## src/rtl/fetch_stage_if.sv

```systemverilog
// Signal bundle between the fetch stage, instruction memory and decode.
// The master side is the fetch stage; the slave side is memory/decode.
interface fetch_stage_if;
    logic [63:0] imem_addr;
    logic [31:0] imem_instr;
    logic        stall;
    logic        flush;
    logic        br_taken;
    logic [63:0] br_target;
    logic [31:0] id_instr;
    logic [63:0] id_pc;
    logic [63:0] id_pc_plus4;
    logic        id_valid;
    logic        fault;
    logic [63:0] fault_pc;

    modport master (
        output imem_addr, id_instr, id_pc, id_pc_plus4, id_valid, fault, fault_pc,
        input  imem_instr, stall, flush, br_taken, br_target
    );

    modport slave (
        input  imem_addr, id_instr, id_pc, id_pc_plus4, id_valid, fault, fault_pc,
        output imem_instr, stall, flush, br_taken, br_target
    );
endinterface

```

## src/rtl/fetch_stage.sv

```systemverilog
// LEGv8 instruction-fetch stage: program counter, IF/ID pipeline register,
// stall/flush/redirect handling and a sticky misaligned-target fault.
module fetch_stage #(
    parameter logic [63:0] RESET_PC  = 64'h0,
    parameter logic [31:0] NOP_INSTR = 32'hD503201F
) (
    input  logic          clk,
    input  logic          reset,
    fetch_stage_if.master bus
);

    logic [63:0] pc_q, pc_d;
    logic [63:0] pc_plus4;
    logic [31:0] id_instr_q, id_instr_d;
    logic [63:0] id_pc_q, id_pc_d;
    logic [63:0] id_pc_plus4_q, id_pc_plus4_d;
    logic        id_valid_q, id_valid_d;
    logic        fault_q, fault_d;
    logic [63:0] fault_pc_q, fault_pc_d;

    always_comb begin
        // NOTE: every _d starts at its hold value so no path through this block infers a latch.
        pc_plus4      = pc_q + 64'd4;
        pc_d          = pc_q;
        id_instr_d    = id_instr_q;
        id_pc_d       = id_pc_q;
        id_pc_plus4_d = id_pc_plus4_q;
        id_valid_d    = id_valid_q;
        fault_d       = fault_q;
        fault_pc_d    = fault_pc_q;

        // A redirect outranks stall for both the PC and the IF/ID register.
        if (bus.br_taken)
            pc_d = {bus.br_target[63:2], 2'b00};
        else if (!bus.stall)
            pc_d = pc_plus4;

        if (bus.flush || bus.br_taken) begin
            id_instr_d = NOP_INSTR;
            id_valid_d = 1'b0;
        end else if (!bus.stall) begin
            id_instr_d    = bus.imem_instr;
            id_pc_d       = pc_q;
            id_pc_plus4_d = pc_plus4;
            id_valid_d    = 1'b1;
        end

        // Only the first misaligned target is recorded; later ones keep the original.
        if (bus.br_taken && (bus.br_target[1:0] != 2'b00)) begin
            fault_d = 1'b1;
            if (!fault_q)
                fault_pc_d = bus.br_target;
        end
    end

    always_ff @(posedge clk or negedge reset) begin
        if (!reset) begin
            pc_q          <= RESET_PC;
            id_instr_q    <= NOP_INSTR;
            id_pc_q       <= 64'h0;
            id_pc_plus4_q <= 64'h0;
            id_valid_q    <= 1'b0;
            fault_q       <= 1'b0;
            fault_pc_q    <= 64'h0;
        end else begin
            // NOTE: non-blocking so every register samples the pre-edge values of the others.
            pc_q          <= pc_d;
            id_instr_q    <= id_instr_d;
            id_pc_q       <= id_pc_d;
            id_pc_plus4_q <= id_pc_plus4_d;
            id_valid_q    <= id_valid_d;
            fault_q       <= fault_d;
            fault_pc_q    <= fault_pc_d;
        end
    end

    assign bus.imem_addr   = pc_q;
    assign bus.id_instr    = id_instr_q;
    assign bus.id_pc       = id_pc_q;
    assign bus.id_pc_plus4 = id_pc_plus4_q;
    assign bus.id_valid    = id_valid_q;
    assign bus.fault       = fault_q;
    assign bus.fault_pc    = fault_pc_q;

endmodule

```

## src/flat_wrapper.sv

```systemverilog
// flat-port wrapper written by rule: the top's interface ports become plain ports
module fetch_stage_flat 
#(
    parameter logic [63:0] RESET_PC  = 64'h0,
    parameter logic [31:0] NOP_INSTR = 32'hD503201F
)
  (clk, reset, bus_imem_addr, bus_id_instr, bus_id_pc, bus_id_pc_plus4, bus_id_valid, bus_fault, bus_fault_pc, bus_imem_instr, bus_stall, bus_flush, bus_br_taken, bus_br_target);
  fetch_stage_if bus_i ();
  input  logic clk;
  input  logic reset;
  output wire logic [$bits(bus_i.imem_addr)-1:0] bus_imem_addr;
  output wire logic [$bits(bus_i.id_instr)-1:0] bus_id_instr;
  output wire logic [$bits(bus_i.id_pc)-1:0] bus_id_pc;
  output wire logic [$bits(bus_i.id_pc_plus4)-1:0] bus_id_pc_plus4;
  output wire logic [$bits(bus_i.id_valid)-1:0] bus_id_valid;
  output wire logic [$bits(bus_i.fault)-1:0] bus_fault;
  output wire logic [$bits(bus_i.fault_pc)-1:0] bus_fault_pc;
  input wire logic [$bits(bus_i.imem_instr)-1:0] bus_imem_instr;
  input wire logic [$bits(bus_i.stall)-1:0] bus_stall;
  input wire logic [$bits(bus_i.flush)-1:0] bus_flush;
  input wire logic [$bits(bus_i.br_taken)-1:0] bus_br_taken;
  input wire logic [$bits(bus_i.br_target)-1:0] bus_br_target;
  assign bus_imem_addr = bus_i.imem_addr;
  assign bus_id_instr = bus_i.id_instr;
  assign bus_id_pc = bus_i.id_pc;
  assign bus_id_pc_plus4 = bus_i.id_pc_plus4;
  assign bus_id_valid = bus_i.id_valid;
  assign bus_fault = bus_i.fault;
  assign bus_fault_pc = bus_i.fault_pc;
  assign bus_i.imem_instr = bus_imem_instr;
  assign bus_i.stall = bus_stall;
  assign bus_i.flush = bus_flush;
  assign bus_i.br_taken = bus_br_taken;
  assign bus_i.br_target = bus_br_target;
  fetch_stage #(.RESET_PC(RESET_PC), .NOP_INSTR(NOP_INSTR)) u_core (.clk(clk), .reset(reset), .bus(bus_i));
endmodule
```

## config.mk

```make
export PLATFORM = sky130hd
export DESIGN_NAME = fetch_stage_flat
export DESIGN_NICKNAME = d
export VERILOG_FILES = /design/src/rtl/fetch_stage_if.sv /design/src/rtl/fetch_stage.sv /design/src/flat_wrapper.sv
export SDC_FILE = /design/constraint.sdc
export NUM_CORES = 1
export LEC_CHECK = 0
export ABC_AREA = 1
export CORE_MARGIN = 5
export CORE_UTILIZATION = 45
export CTS_BUF_LIST = sky130_fd_sc_hd__clkbuf_2 sky130_fd_sc_hd__clkbuf_4 sky130_fd_sc_hd__clkbuf_8
export DETAILED_ROUTE_END_ITERATION = 16
export PLACE_DENSITY_LB_ADDON = 0.3
export SLEW_MARGIN = 20
export SYNTH_ARGS = -nofsm -noshare
export SYNTH_HDL_FRONTEND = slang
export SYNTH_SLANG_ARGS = --single-unit
```

## constraint.sdc

```tcl
create_clock -name clk -period 4.41 [get_ports clk]
set_input_delay 0.882 -clock clk [delete_from_list [all_inputs] [get_ports clk]]
set_output_delay 0.882 -clock clk [all_outputs]
set_load 0.03 [all_outputs]
```

==> impl_metrics.yaml <==
sta:
  slew_viol_final: 0
  rsz0062_at_grt: "false"
  final.setup.worst_slack_ns: 1.68
  finalWorstPathRequiredPeriod_ns: 2.73
  finalCritPeriodShare_pct: 62.0
  setup_viol: 0
  finalClockSkew_ns: 0.0212
  hold_slack_ns: 0.402
  slew_headroom_pct: 33.0
  finalHoldViolations: 0
  fin_tns_setup_ns: 0
  worstMarginPinSlew_ns: 1.01
  max_freq_ghz: 0.366
logic_synthesis:
  ys_types: 36
  synth_warnings: 0
  synth_cells: 1535
  synthTopCellsByArea: "dfrtp_1 52%, nand2_1 15%, o21ai_0 5.1%, inv_1 4.6%, nor2_1 3.3%"
  ys_seq_area_share_pct: 54.8
  synth_top_area_share_pct: 52.2
  synthArstFlopShare_pct: 100
  syn_avg_cell_area_sq_um: 8.47
  yosysTopAreaCell: "dfrtp_1"
  synth_seq_cells: 284
  synth_edf_count: 0
  netlist_area_sq_mm: 0.0130
  synthFlopType: "dfrtp_1"
critical_path:
  start_kind: "flip-flop"
  regToRegSetupSlack_ns: 2.16
  crit_family: "buffers and inverters"
  worstSetupPathType: "reg2out"
  crit_buf_inv: 1
  crit_arrival_ns: 1.85
  crit_path_end_kind: "output port"
  reg2reg_from: "u_core.bus.imem_addr[2]"
  r2r_cells: 10
  reg2reg_to: "u_core.bus.imem_addr[52]"
  cp_data_required_time_ns: 3.53
  max_stage_delay_ns: 0.79
  cp_max_fo: 6
  crit_path_cell_trace: "clkdlybuf4s50_1"
  critPathSlowestCell: "clkdlybuf4s50_1"
routing:
  via_count: 12000
  wl_microns: 44300
  drt_pre_antenna_iters: 5
  wire_per_inst_microns: 19.0
  drc: 0
  drt_iter0_markers: 913
  ant_nets: 0
  post_drt_via_cell_ratio: 5.15
clock_network:
  numClockSinks: 284
  cts.clk_slew.worst_paths_ns: 0.07
  ctsHoldBuffers: 0
  h-tree-depth: 2
  cts_setup_buffers: 0
  ctsResizeCount: 0
  cts_made_buffers: 47
  clk_latency_ns: 0.57
  cts_tree: "yes"
  root_buffer: "clkbuf_8"
  cts.path.max_buffers: 3
global_route:
  grt_max_degree: 125
  grt.busiest_layer: "met2"
  grt_pass1_wl_microns: 69600
  grt_pass1_vias: 12000
  grt_overflow: 0
  use_met3_pct: 7.78
  grt_util_met2_pct: 43.6
  globalRouteMet1Util_pct: 34.6
  grt.total_usage_pct: 26.8
  antenna_found_initial: 0
placed_design:
  numPortBuffers: 384
  globalplace.congestion: 0.910
  dp_hpwl_microns: 33200
  dp_slack_ns: 1.23
final_layout:
  syn2layout_area_growth_pct: 39.3
  antenna_cells: 0
  drive_gt1_share_pct: 7.59
  final_util_pct: 63.3
  final_nets: 2020
floorplanning:
  start_util_pct: 45.4
  die_w_microns: 180
  row_count: 62
  die-area_sq_mm: 0.0324
  die_h_microns: 180
  coreArea_sq_mm: 0.0286
  ios: 391
run:
  maxCapViolations: 0
pwr:
  p_sw_mw: 2.44
  ir_worst_vdd_v: 0.000273
  combPwrFrac_pct: 25.1
  internal_power_mw: 5.00
  seq_power_share_pct: 41.8
  p_leak_nw: 8.40
  switching_share_pct: 32.8
  power_density_mw_per_mm2: 411
  p_clk_share_pct: 33.1
worst_hold_path:
  min_path_type: "in2async"
outcome:
  run_status: "finished, final reports clean"
## synthesized netlist by cell type, drive strengths merged (2+ instances only)
cell	n
a22o	19
nor2	127
nand3b	2
o22ai	42
clkbuf	31
nand2	522
nand4	11
inv	166
xor2	30
o221ai	9
o21ai	150
o21bai	18
dfstp	13
mux2	10
dfrtp	271
nor3	2
nand3	56
o22a	12
buf	38
## cell type report
class                   instances  area [sq um]
clock buffers                  75           938
clock inverters                 6          61.3
fillers                      2400         10500
inverters                     167           632
multi-input cells            1020          4890
flip-flops and latches        284          7120
well taps                     384           480
repair buffers                398          3990
## cells by family after synthesis
family / share of synthesized area [%]
XOR/XNOR: 2.02
other: 0.0288
buffers and inverters: 7.90
adder cells (fa/ha/maj): 0.0962
flip-flops: 54.8
AND/OR/NAND/NOR: 22.6
multiplexers: 0.866
AO/OA/AOI/OAI: 11.7
## per-layer routing
metal	vias to the layer above	part of all wire [%]
li1	5654	-
met1	5753	41
met2	524	47
met3	98	8.8
met4	0	3.5
met5	-	0
## flip-flops by register name (all words and copies together), names as in the netlist
signal	flops
u_core.bus.fault	1
u_core.bus.fault_pc	64
u_core.bus.id_instr	32
u_core.bus.id_pc	62
u_core.bus.id_pc_plus4	62
u_core.bus.id_valid	1
u_core.bus.imem_addr	62
## cell usage in the layout (no fill, tap or decap), drive strengths merged
cell type	netlist	final
nand3b	2	2
ha	1	1
o22ai	42	42
and2	1	1
nor2	127	127
a21oi	1	1
o22a	12	12
a22o	19	19
inv	166	168
dfstp	13	13
nand4	11	11
conb	1	6
dfrtp	271	271
clkinv	1	3
mux2	10	10
nor3	2	2
o211ai	1	1
nand3	56	56
o221ai	9	9
nand2	522	522
o21ai	150	150
clkdlybuf4s50	0	383
clkinvlp	0	1
clkbuf	31	75
xor2	30	30
bufinv	0	1
buf	38	15
o21bai	18	18
## stage by stage
step / area [sq um] / total power [mW] / std cells
CTS: 18100 / 7.51 / 2334
floorplan: 13000 / 4.09 / 1540
detailed placement: 17100 / 5.03 / 2253
global placement: 17100 / 5.00 / 2253
global route: 18100 / 7.78 / 2334
finish: 18100 / 7.44 / 2334
## power groups by stage
stage | Combinational (mW) | Clock [mW] | Sequential (mW)
3_3_place_gp | 1.86 | 0 | 3.14
4_1_cts | 1.89 | 2.51 | 3.11
6_report | 1.87 | 2.46 | 3.11
3_5_place_dp | 1.88 | 0 | 3.15
2_1_floorplan | 0.438 | 0 | 3.65
5_1_grt | 2.00 | 2.63 | 3.15
## worst max-delay path by stage
stage	start	end	slack (ns)	cells past startpoint
after global routing	u_core.bus.imem_addr[46]	bus_imem_addr[46]	1.63	1
after CTS	u_core.bus.imem_addr[4]	bus_imem_addr[4]	1.67	1
final	u_core.bus.imem_addr[46]	bus_imem_addr[46]	1.68	1
after floorplan	bus_br_taken	u_core.bus.id_pc_plus4[2]	2.37	10
after detailed placement	bus_stall	u_core.bus.imem_addr[27]	1.23	7
after global placement	bus_br_taken	u_core.bus.imem_addr[14]	1.31	5
Note: power is estimated with default switching activity, not from simulation.
